[config.mk]
export PLATFORM = sky130hd
export DESIGN_NAME = hash_matrix_unhash_flat
export DESIGN_NICKNAME = d
export VERILOG_FILES = /design/src/rtl/hash_matrix_unhash_pkg.sv /design/src/rtl/hash_matrix_unhash_if.sv /design/src/rtl/hash_matrix_unhash_parity_row.sv /design/src/rtl/hash_matrix_unhash.sv /design/src/flat_wrapper.sv
export SDC_FILE = /design/constraint.sdc
export NUM_CORES = 1
export LEC_CHECK = 0
export CORE_MARGIN = 5
export CORE_UTILIZATION = 44
export DETAILED_ROUTE_END_ITERATION = 8
export GPL_TIMING_DRIVEN = 0
export MAX_ROUTING_LAYER = met4
export PLACE_DENSITY_LB_ADDON = 0.05
export SLEW_MARGIN = 20
export SYNTH_ARGS = -nofsm -noshare
export SYNTH_HDL_FRONTEND = slang
export SYNTH_SLANG_ARGS = --single-unit
[constraint.sdc]
create_clock -name clk_i -period 1.4 [get_ports clk_i]
set_input_delay 0.28 -clock clk_i [delete_from_list [all_inputs] [get_ports clk_i]]
set_output_delay 0.28 -clock clk_i [all_outputs]
set_load 0.01 [all_outputs]
[src/rtl/hash_matrix_unhash_pkg.sv]
// ============================================================================
// Package : bsg_manycore_hash_pkg
// Brief   : Shared constants and helpers for the vcache address hash/unhash.
//           Hash rows, EVA field bounds, pivot columns, field typedef.
// Revision: 1.0 - initial release
// ============================================================================
`default_nettype none

package bsg_manycore_hash_pkg;

  typedef logic [19:0] hash_field_t;

  localparam int EVA_W_lp        = 32;
  localparam int ADDR_W_lp       = 28;
  localparam int XCORD_W_lp      = 4;
  localparam int HASH_ROW_CNT_lp = 4;

  localparam int hash_lo_bit_lp = 6;
  localparam int hash_hi_bit_lp = 25;

  // Row r produces x_cord[r] = ^(row & eva[25:6]).
  localparam hash_field_t HASH_ROWS_lp [HASH_ROW_CNT_lp] =
    '{20'hD1E82, 20'h25F5E, 20'h7B8A1, 20'h42026};

  // Columns dropped from the compacted address; order matches the pivot
  // vector handed to insert_pivots (bit 0 -> column 19, ... bit 3 -> column 0).
  localparam int PIVOT_IDX_lp [HASH_ROW_CNT_lp] = '{19, 14, 2, 0};

  // Spread the 16 stored bits back over the non-pivot columns, pivots = 0.
  function automatic hash_field_t expand_compact(input logic [15:0] compact);
    return {1'b0, compact[15:12], 1'b0, compact[11:1], 1'b0, compact[0], 1'b0};
  endfunction

  // Drop recovered pivot bits into their columns.
  function automatic hash_field_t insert_pivots(input hash_field_t base,
                                                input logic [3:0]  piv);
    hash_field_t f;
    f = base;
    for (int i = 0; i < HASH_ROW_CNT_lp; i++) begin
      f[PIVOT_IDX_lp[i]] = piv[i];
    end
    return f;
  endfunction

endpackage

`default_nettype wire

[src/rtl/hash_matrix_unhash_if.sv]
// ============================================================================
// Interface: hash_matrix_unhash_if
// Brief    : Valid/ready input side and valid/yumi output side of the unhash
//            pipeline. master = producer/consumer (bench), slave = unhash.
// Revision : 1.0 - initial release
// ============================================================================
`default_nettype none

interface hash_matrix_unhash_if #(parameter int tag_width_p = 8) ();
  import bsg_manycore_hash_pkg::*;

  logic                    v_i;
  logic                    ready_o;
  logic [XCORD_W_lp-1:0]   x_cord_i;
  logic [ADDR_W_lp-1:0]    addr_i;
  logic [tag_width_p-1:0]  tag_i;
  logic                    v_o;
  logic                    yumi_i;
  logic [EVA_W_lp-1:0]     eva_o;
  logic [tag_width_p-1:0]  tag_o;
  logic                    err_o;

  modport master (
    output v_i, x_cord_i, addr_i, tag_i, yumi_i,
    input  ready_o, v_o, eva_o, tag_o, err_o
  );

  modport slave (
    input  v_i, x_cord_i, addr_i, tag_i, yumi_i,
    output ready_o, v_o, eva_o, tag_o, err_o
  );

endinterface

`default_nettype wire

[src/rtl/hash_matrix_unhash_parity_row.sv]
// ============================================================================
// Module  : hash_parity_row
// Brief   : One hash row: AND the 20-bit field with a constant mask, XOR-reduce.
// Revision: 1.0 - initial release
// ============================================================================
`default_nettype none

module hash_parity_row
  import bsg_manycore_hash_pkg::*;
#(
  parameter hash_field_t MASK_P = '0
) (
  input  hash_field_t data_i,
  output logic        parity_o
);

  assign parity_o = ^(data_i & MASK_P);

endmodule

`default_nettype wire

[src/rtl/hash_matrix_unhash.sv]
// ============================================================================
// Module  : hash_matrix_unhash
// Brief   : Rebuilds a 32-bit EVA from a vcache index and the compacted line
//           address by recovering the four pivot bits. Two-stage valid/ready
//           pipeline, 1 beat/cycle, 2-cycle latency.
//           Optional macro HASH_MATRIX_UNHASH_CHECK_EN: re-hash the rebuilt
//           address and raise sticky err_o on a mismatch at output accept.
// Revision: 1.0 - initial release
// ============================================================================
`default_nettype none

module hash_matrix_unhash
  import bsg_manycore_hash_pkg::*;
#(
  parameter int data_width_p      = 32,
  parameter int x_subcord_width_p = 4,
  parameter int tag_width_p       = 8
) (
  input  logic                 clk_i,
  input  logic                 reset_n_i,
  hash_matrix_unhash_if.slave  io
);

  if (data_width_p != EVA_W_lp) begin : g_bad_data_width
    $error("hash_matrix_unhash: data_width_p must be 32");
  end
  if (x_subcord_width_p != HASH_ROW_CNT_lp) begin : g_bad_xcord_width
    $error("hash_matrix_unhash: x_subcord_width_p must equal the hash row count");
  end

  // Stage 1 state
  logic                   s1_v_q, s1_v_d;
  logic [3:0]             k_q, k_d;
  logic [3:0]             x_cord_q, x_cord_d;
  logic [5:0]             hi_q, hi_d;
  logic [5:0]             lo_q, lo_d;
  logic [15:0]            compact_q, compact_d;
  logic [tag_width_p-1:0] tag1_q, tag1_d;
  // Stage 2 state (drives the outputs directly)
  logic                   s2_v_q, s2_v_d;
  logic [31:0]            eva_q, eva_d;
  logic [tag_width_p-1:0] tag2_q, tag2_d;

  logic        s2_adv;
  logic        ready;
  logic        s1_load;
  hash_field_t field_np;
  logic [3:0]  k_hash;
  logic        p19, p14, p2, p0;
  logic [31:0] eva_next;

  assign s2_adv  = !s2_v_q || io.yumi_i;
  assign ready   = !s1_v_q || s2_adv;
  assign s1_load = io.v_i && ready;

  // Partial hash over the known (non-pivot) bits only.
  assign field_np = expand_compact(io.addr_i[21:6]);

  for (genvar r = 0; r < HASH_ROW_CNT_lp; r++) begin : g_hash_row
    hash_parity_row #(.MASK_P(HASH_ROWS_lp[r])) u_row (
      .data_i   (field_np),
      .parity_o (k_hash[r])
    );
  end

  // Row structure makes the pivots triangular: rows 0,2,3 each see one pivot,
  // row 1 sees columns 14 and 2, so p2 is solved before p14.
  assign p2  = x_cord_q[3] ^ k_q[3];
  assign p14 = x_cord_q[1] ^ k_q[1] ^ p2;
  assign p19 = x_cord_q[0] ^ k_q[0];
  assign p0  = x_cord_q[2] ^ k_q[2];

  assign eva_next = {hi_q,
                     insert_pivots(expand_compact(compact_q), {p0, p2, p14, p19}),
                     lo_q};

  // Next-state for both stages: hold by default, shift when the stage advances.
  always_comb begin
    s1_v_d    = s1_v_q;
    k_d       = k_q;
    x_cord_d  = x_cord_q;
    hi_d      = hi_q;
    lo_d      = lo_q;
    compact_d = compact_q;
    tag1_d    = tag1_q;
    s2_v_d    = s2_v_q;
    eva_d     = eva_q;
    tag2_d    = tag2_q;

    if (s1_load) begin
      s1_v_d    = 1'b1;
      k_d       = k_hash;
      x_cord_d  = io.x_cord_i;
      hi_d      = io.addr_i[27:22];
      lo_d      = io.addr_i[5:0];
      compact_d = io.addr_i[21:6];
      tag1_d    = io.tag_i;
    end else if (s2_adv) begin
      s1_v_d = 1'b0;
    end

    if (s2_adv) begin
      s2_v_d = s1_v_q;
      if (s1_v_q) begin
        eva_d  = eva_next;
        tag2_d = tag1_q;
      end
    end
  end

  // Pipeline registers; reset empties both stages and clears the outputs.
  always_ff @(posedge clk_i or negedge reset_n_i) begin
    if (!reset_n_i) begin
      s1_v_q    <= 1'b0;
      k_q       <= '0;
      x_cord_q  <= '0;
      hi_q      <= '0;
      lo_q      <= '0;
      compact_q <= '0;
      tag1_q    <= '0;
      s2_v_q    <= 1'b0;
      eva_q     <= '0;
      tag2_q    <= '0;
    end else begin
      s1_v_q    <= s1_v_d;
      k_q       <= k_d;
      x_cord_q  <= x_cord_d;
      hi_q      <= hi_d;
      lo_q      <= lo_d;
      compact_q <= compact_d;
      tag1_q    <= tag1_d;
      s2_v_q    <= s2_v_d;
      eva_q     <= eva_d;
      tag2_q    <= tag2_d;
    end
  end

  assign io.ready_o = ready;
  assign io.v_o     = s2_v_q;
  assign io.eva_o   = eva_q;
  assign io.tag_o   = tag2_q;

`ifdef HASH_MATRIX_UNHASH_CHECK_EN
  logic [3:0] rehash;
  logic       mis_q, mis_d;
  logic       err_q, err_d;

  for (genvar r = 0; r < HASH_ROW_CNT_lp; r++) begin : g_chk_row
    hash_parity_row #(.MASK_P(HASH_ROWS_lp[r])) u_row (
      .data_i   (eva_next[hash_hi_bit_lp:hash_lo_bit_lp]),
      .parity_o (rehash[r])
    );
  end

  // Capture the mismatch with the beat; flag it only when the beat is taken.
  always_comb begin
    mis_d = mis_q;
    err_d = err_q;
    if (s2_adv && s1_v_q) begin
      mis_d = (rehash != x_cord_q);
    end
    if (io.yumi_i && s2_v_q && mis_q) begin
      err_d = 1'b1;
    end
  end

  // Mismatch tag and sticky error flag.
  always_ff @(posedge clk_i or negedge reset_n_i) begin
    if (!reset_n_i) begin
      mis_q <= 1'b0;
      err_q <= 1'b0;
    end else begin
      mis_q <= mis_d;
      err_q <= err_d;
    end
  end

  assign io.err_o = err_q;

  a_yumi_needs_valid: assert property (
    @(posedge clk_i) disable iff (!reset_n_i) io.yumi_i |-> io.v_o
  );
`else
  assign io.err_o = 1'b0;
`endif

endmodule

`default_nettype wire

[src/flat_wrapper.sv]
// flat-port wrapper written by rule: the top's interface ports become plain ports
module hash_matrix_unhash_flat import bsg_manycore_hash_pkg::*;
#(
  parameter int data_width_p      = 32,
  parameter int x_subcord_width_p = 4,
  parameter int tag_width_p       = 8
)
  (clk_i, reset_n_i, io_v_i, io_x_cord_i, io_addr_i, io_tag_i, io_yumi_i, io_ready_o, io_v_o, io_eva_o, io_tag_o, io_err_o);
  hash_matrix_unhash_if #(.tag_width_p(tag_width_p)) io_i ();
  input  logic clk_i;
  input  logic reset_n_i;
  input wire logic [$bits(io_i.v_i)-1:0] io_v_i;
  input wire logic [$bits(io_i.x_cord_i)-1:0] io_x_cord_i;
  input wire logic [$bits(io_i.addr_i)-1:0] io_addr_i;
  input wire logic [$bits(io_i.tag_i)-1:0] io_tag_i;
  input wire logic [$bits(io_i.yumi_i)-1:0] io_yumi_i;
  output wire logic [$bits(io_i.ready_o)-1:0] io_ready_o;
  output wire logic [$bits(io_i.v_o)-1:0] io_v_o;
  output wire logic [$bits(io_i.eva_o)-1:0] io_eva_o;
  output wire logic [$bits(io_i.tag_o)-1:0] io_tag_o;
  output wire logic [$bits(io_i.err_o)-1:0] io_err_o;
  assign io_i.v_i = io_v_i;
  assign io_i.x_cord_i = io_x_cord_i;
  assign io_i.addr_i = io_addr_i;
  assign io_i.tag_i = io_tag_i;
  assign io_i.yumi_i = io_yumi_i;
  assign io_ready_o = io_i.ready_o;
  assign io_v_o = io_i.v_o;
  assign io_eva_o = io_i.eva_o;
  assign io_tag_o = io_i.tag_o;
  assign io_err_o = io_i.err_o;
  hash_matrix_unhash #(.data_width_p(data_width_p), .x_subcord_width_p(x_subcord_width_p), .tag_width_p(tag_width_p)) u_core (.clk_i(clk_i), .reset_n_i(reset_n_i), .io(io_i));
endmodule
==> results of run 1 <==
[state kept, by name, indices dropped and copies added, names as in the netlist]
register and flops:
u_core.k_q 4, u_core.hi_q 6, u_core.x_cord_q 4, u_core.io.tag_o 8, u_core.lo_q 6, u_core.tag1_q 8, u_core.compact_q 16, u_core.io.v_o 1
u_core.s1_v_q 1, u_core.io.eva_o 32
[metal layers]
layer / up-vias / part of all wire
met5: - / 0
met4: 0 / 0.011
met1: 1045 / 0.45
met3: 8 / 0.040
li1: 939 / -
met2: 52 / 0.50
[critical path, delay by kind of cell, from the launching register on]
family | cells | cell delay (ns)
flip-flops | 1 | 0.41
multiplexers | 1 | 0.29
AND/OR/NAND/NOR | 2 | 0.24
buffers and inverters | 2 | 0.32
[area by class of cell]
cell class,instances,area share
tap,102,0.0262
clock buffer,10,0.0282
multi-input combinational,118,0.275
timing repair buffer,94,0.189
buffer,10,0.0272
sequential,86,0.441
clock inverter,6,0.0126
[cell families (layout without fill, tap and decap cells)]
group                     Yosys count  in the layout  share of synthesized area
AOI/OAI and AO/OA                   6              6                    0.00881
xor gates and xnor gates           21             21                     0.0687
buffers and inverters              10            120                     0.0151
DFF                                86             86                      0.632
muxes                              78             78                      0.258
other                               1              1                    0.00110
and+or+nand+nor                    12             12                     0.0165
[timing repair]
action                     CTS  global route
hold endpoints to repair    35             0
setup endpoints to repair  108            44
pin swaps                    6             3
gates resized for setup     80            19
setup buffers                5             0
hold buffers                 1             0
gates cloned                 1             1
[placed cells by master (no fill, tap or decap), types with 3 or more instances in the layout]
cell	instances
xor2_1	4
clkdlybuf4s50_1	33
mux2_2	54
clkinv_2	3
nand2b_1	3
o21ai_0	4
buf_4	6
dfrtp_1	86
buf_6	5
mux2_4	24
dlygate4sd2_1	48
clkbuf_8	11
xnor2_1	8
nand2_1	6
xnor2_2	4
[worst paths after layout]
| kind | end |
|---|---|
| min reg2reg | u_core.io.eva_o[20] |
| max in group asynchronous | u_core.k_q[2] |
| min | u_core.compact_q[14] |
| max | u_core.compact_q[7] |
| max reg2reg | u_core.compact_q[7] |
| min in group asynchronous | u_core.io.eva_o[15] |
[power groups by stage]
stage / sequential [mW] / clock, mW / combinational, mW
after floorplan: 3.47 / 0 / 0.808
after global placement: 3.35 / 0 / 1.96
after detailed placement: 3.37 / 0 / 1.99
after CTS: 3.31 / 1.77 / 1.87
after global routing: 3.38 / 1.89 / 2.03
final: 3.30 / 1.72 / 1.88
[metrics by stage]
step | setup TNS (ns) | setup slack (ns) | hold WS [ns]
after global placement | -302.32 | -3.08 | 0.465
after CTS | -0.178 | -0.0674 | 0.376
after detailed placement | -37.93 | -0.601 | 0.277
after floorplan | -0.261 | -0.0131 | -0.0156
final | 0 | 0.0276 | 0.349
after global routing | -0.641 | -0.0392 | 0.360
==> results.txt, run 1 <==
----------------------------------------------------
[Critical path]
  Largest stage delay, worst path ... 0.41 ns
  Largest fanout of any net on the critical path ... 9
  Capturing element type of the critical path ... flop
  Source of the critical timing path ... u_core.io.v_o
  Worst reg2reg setup slack ... 0.03 ns
  Worst path required time ... 1.63 ns
  Type of the setup path with the least slack ... flop to flop
  Crit start category ... flop
  Worst R2R Path Depth ... 5
  Worst Path Arrival ... 1.61 ns
  Highest-delay cell along the critical path ... dfrtp_1
  Launching point of the worst reg2reg path ... u_core.io.v_o
  Cell Chain, Critical Path ... nand3b_1 > nand2_2 > buf_12 > clkbuf_16 > mux2_4

[Final layout]
  Post-layout instance count excluding filler cells ... 426
  Share of the core filled with cells ... 0.637
  Net count, final ... 363
  Number of fillers in the final layout ... 618
  Area grow syn2layout ... 43.1%
  Area occupied by registers ... 0.00215 mm2
  Design area ... 0.00487 mm2
  Multi-input gate area in the final layout ... 0.00134 mm2
  Layout cells sized above 1 ... 0.377
  Antenna diode count ... 0

[Floorplan]
  Count of boundary I/O pins ... 87
  Starting Density ... 0.445
  Die Span Y ... 98.0 um
  Area enclosed by the die boundary ... 0.00960 mm2
  Std-Cell Rows ... 32
  Die Width ... 98.0 um
  Core region area ... 0.00765 mm2

[Worst hold path]
  Hold-critical path depth ... 2
  Hold crit path type ... input port to flop
  Worst min-delay path startpoint ... io_addr_i[20]

[Synth]
  Most numerous cell in the Yosys netlist ... dfrtp_1
  Post-Synthesis Net Count ... 258
  Most area-consuming cells after synthesis ... dfrtp_1, mux2_2, xnor2_1
  Netlist area before placement ... 0.00341 mm2
  Warnings from Yosys ... 0
  Share of the yosys chip area belonging to registers ... 0.632
  Share of synthesized registers carrying an async set or reset ... 1.00
  Number of instances in the synthesized netlist ... 214
  Fraction of synthesized cell area taken by the top area cell type ... 0.632
  Post-synth EDFFs ... 0
  Register bit total from synthesis ... 86
  Most numerous cell types in the synthesized netlist ... dfrtp_1, mux2_2, xnor2_1
  Average size of a mapped cell ... 15.9 um2
  Cell variety after synth ... 16
  Post-synth top area cell ... dfrtp_1
  Top FF cell, synth ... dfrtp_1

[Clock tree]
  Buffer type at the clock tree root ... clkbuf_8
  Number of sinks driven by the clock tree ... 86
  Clock transition time at the flip-flop clock pins of the worst setup and hold paths ... 0.09 ns
  Later-pin clock latency in the skew report ... 0.34 ns
  H-tree depth ... 3
  Clock buffers created by TritonCTS ... 9
  Maximum buffer depth of the clock tree ... 2
  TritonCTS clock tree ... built

[Place]
  Total half-perimeter wirelength after legalization and detailed placement ... 4700 um
  Number of port buffers ... 85
  Area after DPL ... 0.00446 mm2
  Final Wtd Congestion ... 0.701
  Total instance count after detailed placement ... 402

[Power and ir drop]
  Worst vdd rail ir drop ... 0.000751 V
  Part of the total power dissipated in sequential elements ... 0.479
  Power per cell area ... 1420 mW/mm2
  Cell-internal power ... 5.04 mW
  Part of the total power dissipated in combinational logic ... 0.272
  Net load switching power ... 1.87 mW
  Leakage power summed over all cells ... 2.26 nW
  Power after layout ... 6.90 mW
  Part of the power in the clock network ... 0.249
  Switching share of power ... 0.270

[STA]
  Worst setup skew after layout ... 0.0120 ns
  Max-slew violation total from the final report ... 0
  Final critical-path required period ... 1.37 ns
  F_max ... 0.729 GHz
  Unrepaired setup endpoints after global routing ... yes
  Final hold violation count ... 0
  Setup violation total in the final timing report ... 0
  Post-route clock period utilization ... 0.980

[GRT]
  Met2 layer usage reported by global route ... 0.249
  Maximum number of pins on one net before global-route repair ... 52
  Initial antenna violation count ... 0
  Most Used Layer, Global Route ... met2
  Met1 Use GR ... 0.196
  Aggregate global-route resource usage ... 0.156
  Vias in the first global route ... 2295
  Wire length of the first global-routing pass ... 11500 um
  Leftover overflow at the end of global routing ... 0
  Met3 Usage GRT ... 0.0379

[Routing]
  Via/cell ratio ... 4.80
  Via count of the routed design ... 2044
  Post-route DRC violation count ... 0
  Number of nets with antenna violations after detailed routing ... 0
  Final routed wire length divided by cell count ... 15.9 um
  Drt pass-1 iters ... 4
  Iteration-0 DRC Markers ... 59
  Wirelength, routed ... 6780 um

[Job]
  Count of max-cap constraint violations ... 0

[Outcome]
  Result of the run ... complete, no violations

----------------------------------------------------
No activity file was read; power rests on OpenSTA's default activity.
==> run 2, diff against run 1 <==
--- a/config.mk
+++ b/config.mk
@@ -11,6 +11,7 @@
 export GPL_TIMING_DRIVEN = 0
 export MAX_ROUTING_LAYER = met4
 export PLACE_DENSITY_LB_ADDON = 0.05
+export SKIP_CTS_REPAIR_TIMING = 1
 export SLEW_MARGIN = 20
 export SYNTH_ARGS = -nofsm -noshare
 export SYNTH_HDL_FRONTEND = slang
==> results.txt, run 2 (same netlist as run 1, synthesis figures left out) <==
----------------------------------------------------
[GRT]
  Vias in the first global route ... 2232 (was 2295)
  Initial antenna violation count ... 0 (unchanged)
  Wire length of the first global-routing pass ... 11200 um (was 11500 um)
  Maximum number of pins on one net before global-route repair ... 52 (unchanged)
  Leftover overflow at the end of global routing ... 0 (unchanged)
  Aggregate global-route resource usage ... 0.151 (was 0.156)

[STA]
  Max-slew violation total from the final report ... 0 (unchanged)
  F_max ... 0.676 GHz (was 0.729 GHz)
  Final hold violation count ... 0 (unchanged)
  Final critical-path required period ... 1.48 ns (was 1.37 ns)
  Post-route clock period utilization ... 1.06 (was 0.980)
  Unrepaired setup endpoints after global routing ... yes (unchanged)
  Setup violation total in the final timing report ... 41 (was 0)
  Worst setup skew after layout ... 0.0117 ns (was 0.0120 ns)
  Final Worst Setup Slack ... -0.0802 ns (was 0.0276 ns)

[Floorplan]
  Area enclosed by the die boundary ... 0.00960 mm2 (unchanged)
  Count of boundary I/O pins ... 87 (unchanged)
  Die Width ... 98.0 um (unchanged)
  Core region area ... 0.00765 mm2 (unchanged)
  Die Span Y ... 98.0 um (unchanged)
  Std-Cell Rows ... 32 (unchanged)
  Starting Density ... 0.445 (unchanged)

[Power and ir drop]
  Switching share of power ... 0.266 (was 0.270)
  Leakage power summed over all cells ... 2.65 nW (was 2.26 nW)
  Cell-internal power ... 5.20 mW (was 5.04 mW)
  Net load switching power ... 1.88 mW (was 1.87 mW)
  Part of the power in the clock network ... 0.243 (was 0.249)
  Worst vdd rail ir drop ... 0.000752 V (was 0.000751 V)
  Power after layout ... 7.08 mW (was 6.90 mW)
  Power per cell area ... 1390 mW/mm2 (was 1420 mW/mm2)
  Part of the total power dissipated in sequential elements ... 0.467 (was 0.479)
  Part of the total power dissipated in combinational logic ... 0.290 (was 0.272)

[Clock tree]
  Buffer type at the clock tree root ... clkbuf_8 (unchanged)
  Maximum buffer depth of the clock tree ... 2 (unchanged)
  Clock buffers created by TritonCTS ... 9 (unchanged)
  Number of sinks driven by the clock tree ... 86 (unchanged)
  Clock transition time at the flip-flop clock pins of the worst setup and hold paths ... 0.09 ns (about the same)
  TritonCTS clock tree ... built (unchanged)
  H-tree depth ... 3 (unchanged)
  Later-pin clock latency in the skew report ... 0.34 ns (about the same)

[Worst hold path]
  Hold-critical path depth ... 2 (unchanged)
  Hold crit path type ... input port to flop (unchanged)

[Routing]
  Number of nets with antenna violations after detailed routing ... 0 (unchanged)
  Final routed wire length divided by cell count ... 16.5 um (was 15.9 um)
  Via/cell ratio ... 4.78 (was 4.80)
  Post-route DRC violation count ... 0 (unchanged)
  Iteration-0 DRC Markers ... 39 (was 59)
  Wirelength, routed ... 7070 um (was 6780 um)
  Drt pass-1 iters ... 3 (was 4)
  Via count of the routed design ... 2052 (was 2044)

[Critical path]
  Largest fanout of any net on the critical path ... 7 (was 9)
  Total number of cells along the worst setup path ... 6 (was 5)
  Crit start category ... input port (was flop)
  Largest stage delay, worst path ... 0.41 ns (about the same)
  Type of the setup path with the least slack ... input port to flop (was flop to flop)
  Buffers plus inverters on the worst setup path ... 3 (was 2)
  Highest-delay cell along the critical path ... clkdlybuf4s50_1 (was dfrtp_1)
  Capturing element type of the critical path ... flop (unchanged)
  Worst R2R Path Depth ... 5 (unchanged)
  Cell family with the largest share of critical-path delay ... buffers and inverters (was flip-flops)
  Cell Chain, Critical Path ... clkdlybuf4s50_1 > nand3b_1 > nand2_2 > buf_12 > clkbuf_16 > mux2_2 (was nand3b_1 > nand2_2 > buf_12 > clkbuf_16 > mux2_4)
  Worst path required time ... 1.63 ns (about the same)
  Worst Path Arrival ... 1.71 ns (was 1.61 ns)

[Place]
  Area after DPL ... 0.00446 mm2 (unchanged)
  Total instance count after detailed placement ... 402 (unchanged)
  Total half-perimeter wirelength after legalization and detailed placement ... 4700 um (unchanged)
  Final Wtd Congestion ... 0.701 (unchanged)
  Number of port buffers ... 85 (unchanged)

[Final layout]
  Number of fillers in the final layout ... 553 (was 618)
  Antenna diode count ... 0 (unchanged)
  Layout cells sized above 1 ... 0.385 (was 0.377)
  Max reg flops ... 32 (unchanged)
  Design area ... 0.00510 mm2 (was 0.00487 mm2)
  Commonest non-fill, non-tap cell in the layout ... dfrtp_1 (unchanged)
  Commonest non-fill, non-tap cells in the layout ... dfrtp_1, mux2_2, dlymetal6s2s_1 (was dfrtp_1, mux2_2, dlygate4sd2_1)
  Post-layout instance count excluding filler cells ... 429 (was 426)
  Area grow syn2layout ... 49.9% (was 43.1%)
  Net count, final ... 366 (was 363)

[Job]
  Count of max-cap constraint violations ... 0 (unchanged)

[Outcome]
  Violations in the final reports ... setup timing
  Result of the run ... finished with violations (was complete, no violations)

----------------------------------------------------
## run 2: worst register-to-register path, stage by stage, from the launching register on
cell and delay (ns):
dfrtp_1 0.41, nand3b_1 0.16, nand2_2 0.16, buf_12 0.16, clkbuf_16 0.16, mux2_2 0.33
## run 2: layout make-up
cell class	count	area [um2]	area share
clock buffer	10	138	0.0270
clock inverter	6	61.3	0.0120
tap	102	128	0.0250
sequential	86	2150	0.422
buffer	10	143	0.0279
multi-input combinational	118	1350	0.264
timing repair buffer	97	1140	0.223
## run 2: worst paths after layout
path                                startpoint                    to  slack, ns
setup / recovery                     io_yumi_i  u_core.compact_q[12]      -0.08
hold / removal                   io_addr_i[13]   u_core.compact_q[7]       0.28
setup reg to reg                 u_core.s1_v_q  u_core.compact_q[12]      -0.07
hold reg to reg            u_core.io.eva_o[20]   u_core.io.eva_o[20]       0.48
max in group asynchronous            reset_n_i   u_core.io.eva_o[14]       0.36
min in group asynchronous            reset_n_i   u_core.compact_q[7]       0.43
## run 2: power groups by stage
stage	Combinational, mW	Clock (mW)	Sequential (mW)
floorplan	0.808	0	3.47
global placement	1.96	0	3.35
detailed placement	1.99	0	3.37
CTS	2.00	1.77	3.32
global route	2.22	1.90	3.38
finish	2.05	1.72	3.31
## run 2: metrics by stage
step                      setup TNS (ns)  worst slack (ns)  utilization  hold WS, ns
after floorplan                   -0.261           -0.0131            -      -0.0156
after global placement           -302.32             -3.08        0.580        0.465
after detailed placement          -37.93            -0.601        0.583        0.277
after CTS                         -14.12            -0.345        0.609       -0.102
after global routing               -3.67            -0.126        0.668        0.272
final                              -1.67           -0.0802        0.668        0.278
## run 2: routing by layer
metal,vias up,share of wire,track usage
met1,1043,0.45,0.191
li1,950,-,-
met3,8,0.042,0.0371
met5,-,0,-
met2,51,0.49,0.238
met4,0,0.0092,0.0511
